**src/rtl/rdma_cq_collect_pkg.sv**
```systemverilog
// rdma_cq_collect_pkg: ACK record layout, region count and output-stage states shared by the CQ collector.
package rdma_cq_collect_pkg;
  localparam int N_REGIONS = 4;
  localparam int CQ_DEPTH_DEF = 32;
  localparam int PID_BITS = 6;
  localparam int VFID_BITS = 4;
  localparam int SSN_BITS = 24;
  typedef struct packed {
    logic rd;
    logic cmplt;
    logic [PID_BITS-1:0] pid;
    logic [VFID_BITS-1:0] vfid;
    logic [SSN_BITS-1:0] ssn;
  } rdma_ack_t;
  localparam int RDMA_ACK_BITS = $bits(rdma_ack_t);
  typedef enum logic {OUT_EMPTY, OUT_FULL} out_state_e;
  function automatic logic [VFID_BITS:0] ack_key(rdma_ack_t a);
    return {a.rd, a.vfid};
  endfunction
endpackage

```
**src/rtl/rdma_cq_fifo.sv**
```systemverilog
// rdma_cq_fifo: synchronous FIFO with power-of-two depth; pointers wrap by natural overflow.
module rdma_cq_fifo #(
  parameter int W = 8,
  parameter int DEPTH = 32
) (
  input  logic                     nclk,
  input  logic                     nrst,
  input  logic                     push_i,
  input  logic                     pop_i,
  input  logic [W-1:0]             wdata_i,
  output logic [W-1:0]             rdata_o,
  output logic [$clog2(DEPTH):0]   count_o,
  output logic                     full_o,
  output logic                     empty_o
);
  localparam int AW = $clog2(DEPTH);
  logic [W-1:0] mem_q [DEPTH];
  logic [AW-1:0] wr_ptr_q, rd_ptr_q;
  logic [AW:0] count_q;
  logic do_push, do_pop;
  assign full_o = count_q == (AW+1)'(DEPTH);
  assign empty_o = count_q == '0;
  assign count_o = count_q;
  assign rdata_o = mem_q[rd_ptr_q];
  assign do_push = push_i && !full_o;
  assign do_pop = pop_i && !empty_o;
  always_ff @(posedge nclk)
    if (do_push) mem_q[wr_ptr_q] <= wdata_i;
  always_ff @(posedge nclk)
    if (nrst) begin
      wr_ptr_q <= '0;
      rd_ptr_q <= '0;
      count_q <= '0;
    end else begin
      wr_ptr_q <= wr_ptr_q + AW'(do_push);
      rd_ptr_q <= rd_ptr_q + AW'(do_pop);
      count_q <= count_q + (AW+1)'(do_push) - (AW+1)'(do_pop);
    end
endmodule

```
**src/rtl/rdma_cq_collect.sv**
```systemverilog
// rdma_cq_collect: buffers RDMA ACKs into a completion queue with a registered output entry.
// Per-region rd/wr completion counters and err_vfid exist only when CQ_STATS_EN is defined.
module rdma_cq_collect #(
  parameter int N_REGIONS = rdma_cq_collect_pkg::N_REGIONS,
  parameter int CQ_DEPTH = rdma_cq_collect_pkg::CQ_DEPTH_DEF,
  parameter int CNT_BITS = 32
) (
  input  logic                                          nclk,
  input  logic                                          nrst,
  input  logic                                          s_ack_valid_i,
  output logic                                          s_ack_ready_o,
  input  logic [rdma_cq_collect_pkg::RDMA_ACK_BITS-1:0] s_ack_data_i,
  output logic                                          m_cq_valid_o,
  input  logic                                          m_cq_ready_i,
  output logic [rdma_cq_collect_pkg::RDMA_ACK_BITS-1:0] m_cq_data_o,
  output logic [N_REGIONS*CNT_BITS-1:0]                 cnt_rd_o,
  output logic [N_REGIONS*CNT_BITS-1:0]                 cnt_wr_o,
  input  logic [N_REGIONS-1:0]                          cnt_clr_i,
  output logic [$clog2(CQ_DEPTH):0]                     cq_fill_o,
  output logic                                          err_vfid_o
);
  import rdma_cq_collect_pkg::rdma_ack_t;
  import rdma_cq_collect_pkg::out_state_e;
  import rdma_cq_collect_pkg::OUT_EMPTY;
  import rdma_cq_collect_pkg::OUT_FULL;
  import rdma_cq_collect_pkg::RDMA_ACK_BITS;
  import rdma_cq_collect_pkg::VFID_BITS;
  import rdma_cq_collect_pkg::ack_key;
  localparam int AW = $clog2(CQ_DEPTH);
  out_state_e state_q;
  rdma_ack_t head, out_q;
  logic [RDMA_ACK_BITS-1:0] head_raw;
  logic [AW:0] count;
  logic push, pop, full, empty;
  assign s_ack_ready_o = !full;
  assign push = s_ack_valid_i && !full;
  assign pop = !empty && (state_q == OUT_EMPTY || m_cq_ready_i);
  assign m_cq_valid_o = state_q == OUT_FULL;
  assign m_cq_data_o = out_q;
  assign cq_fill_o = count + (AW+1)'(m_cq_valid_o);
  rdma_cq_fifo #(.W(RDMA_ACK_BITS), .DEPTH(CQ_DEPTH)) u_fifo (
    .nclk(nclk), .nrst(nrst), .push_i(push), .pop_i(pop), .wdata_i(s_ack_data_i),
    .rdata_o(head_raw), .count_o(count), .full_o(full), .empty_o(empty)
  );
  always_comb begin
    head = rdma_ack_t'(head_raw);
    head.cmplt = 1'b1;
  end
  // pop only happens when the output entry is free or being consumed this cycle
  always_ff @(posedge nclk)
    if (nrst) begin
      state_q <= OUT_EMPTY;
      out_q <= '0;
    end else if (pop) begin
      state_q <= OUT_FULL;
      out_q <= head;
    end else if (m_cq_ready_i) begin
      state_q <= OUT_EMPTY;
    end
`ifdef CQ_STATS_EN
  logic [VFID_BITS-1:0] vfid;
  logic rd;
  logic err_q;
  assign {rd, vfid} = ack_key(rdma_ack_t'(s_ack_data_i));
  assign err_vfid_o = err_q;
  for (genvar i = 0; i < N_REGIONS; i++) begin : g_cnt
    logic [CNT_BITS-1:0] rd_q, wr_q;
    logic inc_rd, inc_wr;
    assign inc_rd = push && int'(vfid) == i && rd;
    assign inc_wr = push && int'(vfid) == i && !rd;
    // a clear coinciding with an increment leaves that counter at 1
    always_ff @(posedge nclk)
      if (nrst) begin
        rd_q <= '0;
        wr_q <= '0;
      end else begin
        rd_q <= cnt_clr_i[i] ? CNT_BITS'(inc_rd) : rd_q + CNT_BITS'(inc_rd && !(&rd_q));
        wr_q <= cnt_clr_i[i] ? CNT_BITS'(inc_wr) : wr_q + CNT_BITS'(inc_wr && !(&wr_q));
      end
    assign cnt_rd_o[i*CNT_BITS +: CNT_BITS] = rd_q;
    assign cnt_wr_o[i*CNT_BITS +: CNT_BITS] = wr_q;
  end
  always_ff @(posedge nclk)
    err_q <= nrst ? 1'b0 : err_q || (push && int'(vfid) >= N_REGIONS);
`else
  logic unused_clr;
  assign unused_clr = ^cnt_clr_i;
  assign cnt_rd_o = '0;
  assign cnt_wr_o = '0;
  assign err_vfid_o = 1'b0;
`endif
endmodule

```
**config.mk**
```make
export PLATFORM = sky130hd
export DESIGN_NAME = rdma_cq_collect
export DESIGN_NICKNAME = d
export VERILOG_FILES = /design/src/rtl/rdma_cq_collect_pkg.sv /design/src/rtl/rdma_cq_fifo.sv /design/src/rtl/rdma_cq_collect.sv
export SDC_FILE = /design/constraint.sdc
export NUM_CORES = 1
export LEC_CHECK = 0
export CORE_UTILIZATION = 45
export DETAILED_ROUTE_END_ITERATION = 16
export PLACE_DENSITY = 0.65
export SLEW_MARGIN = 10
export SYNTH_ARGS = -nofsm -noshare
export SYNTH_HDL_FRONTEND = slang
export SYNTH_HIERARCHICAL = 1
export SYNTH_SLANG_ARGS = --single-unit
export TNS_END_PERCENT = 30
```
**constraint.sdc**
```tcl
create_clock -name nclk -period 3.7 [get_ports nclk]
set_clock_uncertainty 0.1 [all_clocks]
set_input_delay 0.74 -clock nclk [delete_from_list [all_inputs] [get_ports nclk]]
set_output_delay 0.74 -clock nclk [all_outputs]
set_load 0.01 [all_outputs]
```
**Word level (Yosys, flattened, before mapping)**

Memories as Yosys holds them, arrays and structs flattened. A register that Yosys moved wholly into a read port is not among the register bits.
Index checks and enable logic that the tools add are counted.

- Bitwise gates (word level): 1
- $add $sub $neg: 5
- Div/mod/pow operators: 0
- Order comparisons: 0
- Reductions and logical operators: 9
- Mux-type cells: 4
- Shift operators: 0
- $mul: 0
- Eq/ne operators: 1

Operators with widths:

| kind | count |
|---|---|
| $add 6x1->6 | 2 |
| $add 5x1->5 | 2 |
| $eq 6x6->1 const B | 1 |
| $logic_not 6->1 | 1 |
| $sub 6x1->6 | 1 |
| $logic_and 1x1->1 | 4 |
| $mux 1 | 4 |
| $logic_not 1->1 | 2 |
| $reduce_bool 2->1 | 1 |
| $logic_or 1x1->1 | 1 |
| $not 1->1 | 1 |

- ROM bits: 0
- Memories kept: 1
- Register bits after elaboration: 18
- Input port bits: 44
- Output and inout bits: 301
- Latch bits: 0
- Bits in writable memories: 1,152

Memories:

| name | depth | bits a word | read ports | clocked after Yosys merged registers in | wr ports | line | text |
|---|---|---|---|---|---|---|---|
| u_fifo.mem_q | 32 | 36 | 1 | 1 | 1 | rdma_cq_fifo.sv:17 | `logic [W-1:0] mem_q [DEPTH];` |

**Logic depth before layout (Yosys ltp)**

- Depth in word-level cells: 6
- Mapped depth: 16
- Depth with buffers taken out: 14

**Modules after synthesis**

The synthesis kept the hierarchy.

By module, submodules not included:

| module | sequential area each (µm²) | cells an instance | area an instance (µm²) | instances |
|---|---|---|---|---|
| rdma_cq_fifo | 34,913.5 | 2,015 | 44,396.3 | 1 |
| rdma_cq_collect | 740.7 | 437 | 3,638.5 | 1 |

**Worst setup path before layout**

OpenSTA, ideal clock, no wires.

- Path kind: flip-flop to flip-flop
- Start point: register u_fifo.count_q[2], in the netlist u_fifo/count_o[2]
- End point: memory u_fifo/mem_q[28][0] (netlist bit), enable pin
- Clock period less this slack: 3.523 ns
- Library setup time: 0.429 ns
- Stages on the path, launching flop included: 9
- Slack: 0.177 ns
- Path buffers: 1
- Arrival time: 2.994 ns
- Cells stage by stage: dfxtp_1 -> inv_1 -> ha_1 -> nor4bb_1 -> nor2b_1 -> nand2b_1 -> or3_1 -> clkbuf_1 -> nor2_1

- Word-level cells in the longest chain between the ends: 6

Ends and longest elaborated chain:

| item | line | text |
|---|---|---|
| from (decl) | rdma_cq_fifo.sv:19 | `logic [AW:0] count_q;` |
| from (signal assigned) | rdma_cq_fifo.sv:37 | `count_q <= count_q + (AW+1)'(do_push) - (AW+1)'(do_pop);` |
| $eq 6x6->1 | rdma_cq_fifo.sv:21 | `assign full_o = count_q == (AW+1)'(DEPTH);` |
| named net full | rdma_cq_collect.sv:34 | `logic push, pop, full, empty;` |
| $logic_not 1->1 | rdma_cq_collect.sv:36 | `assign push = s_ack_valid_i && !full;` |
| $logic_and 1x1->1 | rdma_cq_collect.sv:36 |  |
| named net push | rdma_cq_collect.sv:34 |  |
| $logic_and 1x1->1 | rdma_cq_fifo.sv:25 | `assign do_push = push_i && !full_o;` |
| $mux 1 | rdma_cq_fifo.sv:28 | `if (do_push) mem_q[wr_ptr_q] <= wdata_i;` |
| $mux 1 (implied by the code) | rdma_cq_fifo.sv:28 |  |
| to (decl) | rdma_cq_fifo.sv:17 |  |

The timed path passes the listed nets, and every way through them passes these cells.

**Worst setup path after layout**

- Start point: register u_fifo.count_q[0], in the netlist u_fifo/count_o[0]
- End point: output port cq_fill_o[5]

- Word-level cells in the longest chain between the ends: 1

Ends and longest elaborated chain:

| item | line | text |
|---|---|---|
| $add 6x1->6 | rdma_cq_collect.sv:40 | `assign cq_fill_o = count + (AW+1)'(m_cq_valid_o);` |
| to (decl) | rdma_cq_collect.sv:19 | `output logic [$clog2(CQ_DEPTH):0] cq_fill_o,` |

No other way between the ends.

==> flow_metrics.env <==
export IMPL_synthCells=2405
export IMPL_maxSlewViolCount=0
export IMPL_grt_pass1_wl_um=160000
export IMPL_post_cts_setup_buffers=0
export IMPL_cts_tree="done"
export IMPL_initialDrtViolationCount=2676
export IMPL_gp_congestion=0.793
export IMPL_portBuffers=82
export IMPL_initial_core_util_pct=45.7
export IMPL_crit_path_cell_trace="ha_1 > and3_1 > nand3_1 > xnor2_1 > clkdlybuf4s50_1"
export IMPL_path_buf_inv=1
export IMPL_via_per_inst=5.72
export IMPL_worst_pin_slew_ns=1.15
export IMPL_total_power_w=0.0341
export IMPL_syn_avg_cell_area_um2=19.5
export IMPL_final_antenna_net_count=0
export IMPL_grt_antenna_before_repair=0
export IMPL_dp_hpwl_um=63800
export IMPL_dp_slack_ns=0.178
export IMPL_relSlewSlack_pct=23.1
export IMPL_num_antenna_cells=0
export IMPL_path_delay_family="buffers and inverters"
export IMPL_io_pins=345
export IMPL_detail_route_wl_per_cell_um=27.1
export IMPL_worstSetupEndpointType="output pin"
export IMPL_fin_crit_ns=3.25
export IMPL_clock_latency_ns=0.68
export IMPL_layout_nets=2672
export IMPL_place_inst=3866
export IMPL_slowest_delay_ns=0.58
export IMPL_clk_pin_slew_ns=0.06
export IMPL_layout_drive_gt1_share_pct=22.8
export IMPL_grt_pass1_vias=23100
export IMPL_p_per_area_nw_per_um2=642
export IMPL_max_cap_viol_count=0
export IMPL_peakVddDrop_uv=365
export IMPL_setup_viol=0
export IMPL_crit_required_ns=2.86
export IMPL_firstDrtPassIters=5
export IMPL_hold_viol=0
export IMPL_cts_sinks=1173
export IMPL_fp_dieW_um=325
export IMPL_totalWireLength_um=110000
export IMPL_clk_path_buf_depth=3
export IMPL_p_leak_nw=17.0
export IMPL_setup_worst_path_start_class="flip-flop"
export IMPL_status="completed"
export IMPL_area_delta_synth_final_pct=13.3
export IMPL_timing_fmax_ghz=0.308
export IMPL_worstPathArrival_ns=2.41
export IMPL_cts_made_buffers=112
export IMPL_fin_crit_sh_pct=87.7
export IMPL_overflow=0
export IMPL_rows=117
export IMPL_syn_area_um2=46800
export IMPL_die_h_um=325
export IMPL_ys_warn_count=6
export IMPL_worstSetupPathType="reg2out"
export IMPL_drc=0
export IMPL_cts_root_buf="clkbuf_16"
export IMPL_min_path_type="reg2reg"
export IMPL_fin_ws_ns=0.454
export IMPL_htree_levels=3
export IMPL_routed_via_count=23300
export IMPL_rsz0062_at_grt="false"
export IMPL_timing_hold_ws_ns=0.364
export IMPL_grt_use_total_pct=20.8
export IMPL_core_um2=102000
export IMPL_crit_path_max_fanout=4
export IMPL_grt_max_degree=58
export IMPL_fin_cells=4075
export IMPL_die_area_um2=105000
export IMPL_cp_slowest_cell="clkdlybuf4s50_1"
export IMPL_tns_ns=0
## registers in the layout, indices dropped and copies added, names as in the netlist
register and cells:
u_fifo/count_o 6, m_cq_valid_o 1, u_fifo/mem_q 1120, m_cq_data_o 36, u_fifo/wr_ptr_q 5, u_fifo/rd_ptr_q 5
## where the power goes
group	leakage (nW)	switching [W]	internal, W	total (W)
logic	4.74	0.00409	0.00347	0.00756
registers	10.5	0.000292	0.0150	0.0153
clock network	1.77	0.00479	0.00639	0.0112
total	17.0	0.00917	0.0249	0.0341
## routing by layer
layer | vias up | GRT usage (%) | part of all wire [%]
li1 | 9687 | - | -
met1 | 12300 | 29.1 | 41
met2 | 1173 | 33.1 | 48
met3 | 163 | 4.45 | 8.9
met4 | 0 | 5.61 | 2.5
met5 | - | 0 | 0
## final timing paths
check	from	to	slack, ns	cells past startpoint
worst max-delay path	u_fifo/count_o[0]	cq_fill_o[5]	0.45	5
worst max register to register	u_fifo/count_o[3]	u_fifo/count_o[4]	0.47	13
worst min register to register	m_cq_data_o[0]	m_cq_data_o[0]	0.36	2
worst min-delay path	m_cq_data_o[0]	m_cq_data_o[0]	0.36	2
## cells in the final DEF, fill, tap and decap left out, types with 23 or more instances in the layout
cell                n
o221ai_1           35
conb_1            257
mux2i_1           140
clkinv_2           23
dfxtp_1            50
clkdlybuf4s50_1    80
a211oi_1           70
nor2_4             33
a22oi_1            35
clkbuf_16         112
a21oi_1            53
mux4_2            210
nand3_1            44
edfxtp_1         1120
clkbuf_1           28
o22ai_1            35
buf_4             118
buf_12             31
a22o_1             35
## final cells by class
class | count | area (um2)
clock inverter | 52 | 460
sequential | 1173 | 34700
tap | 1368 | 1710
clock buffer | 157 | 3140
multi-input combinational | 1082 | 10700
fill | 7987 | 49400
timing repair buffer | 230 | 2310
inverter | 13 | 51.3
## metrics by stage
stage	cell area [um2]	utilization [%]
finish	53100	51.8
detailed placement	49500	48.3
global route	53100	51.8
CTS	53100	51.8
floorplan	47800	-
global placement	49500	48.3
## worst reg2reg max path: cells and delay by family, from the launching register on
family / cells / cell delay, ns
flip-flops: 1 / 0.36
AND/OR/NAND/NOR: 5 / 1.20
adder cells (fa/ha/maj): 4 / 1.01
buffers and inverters: 3 / 0.23
AO/OA/AOI/OAI: 1 / 0.23
## timing repair
action | CTS | global route
endpoints found under the setup margin | 0 | 1
hold endpoints to repair | 0 | 0
hold buffers | 0 | 0
gates resized for setup | 0 | 1
(Power assumes the default switching activity.)
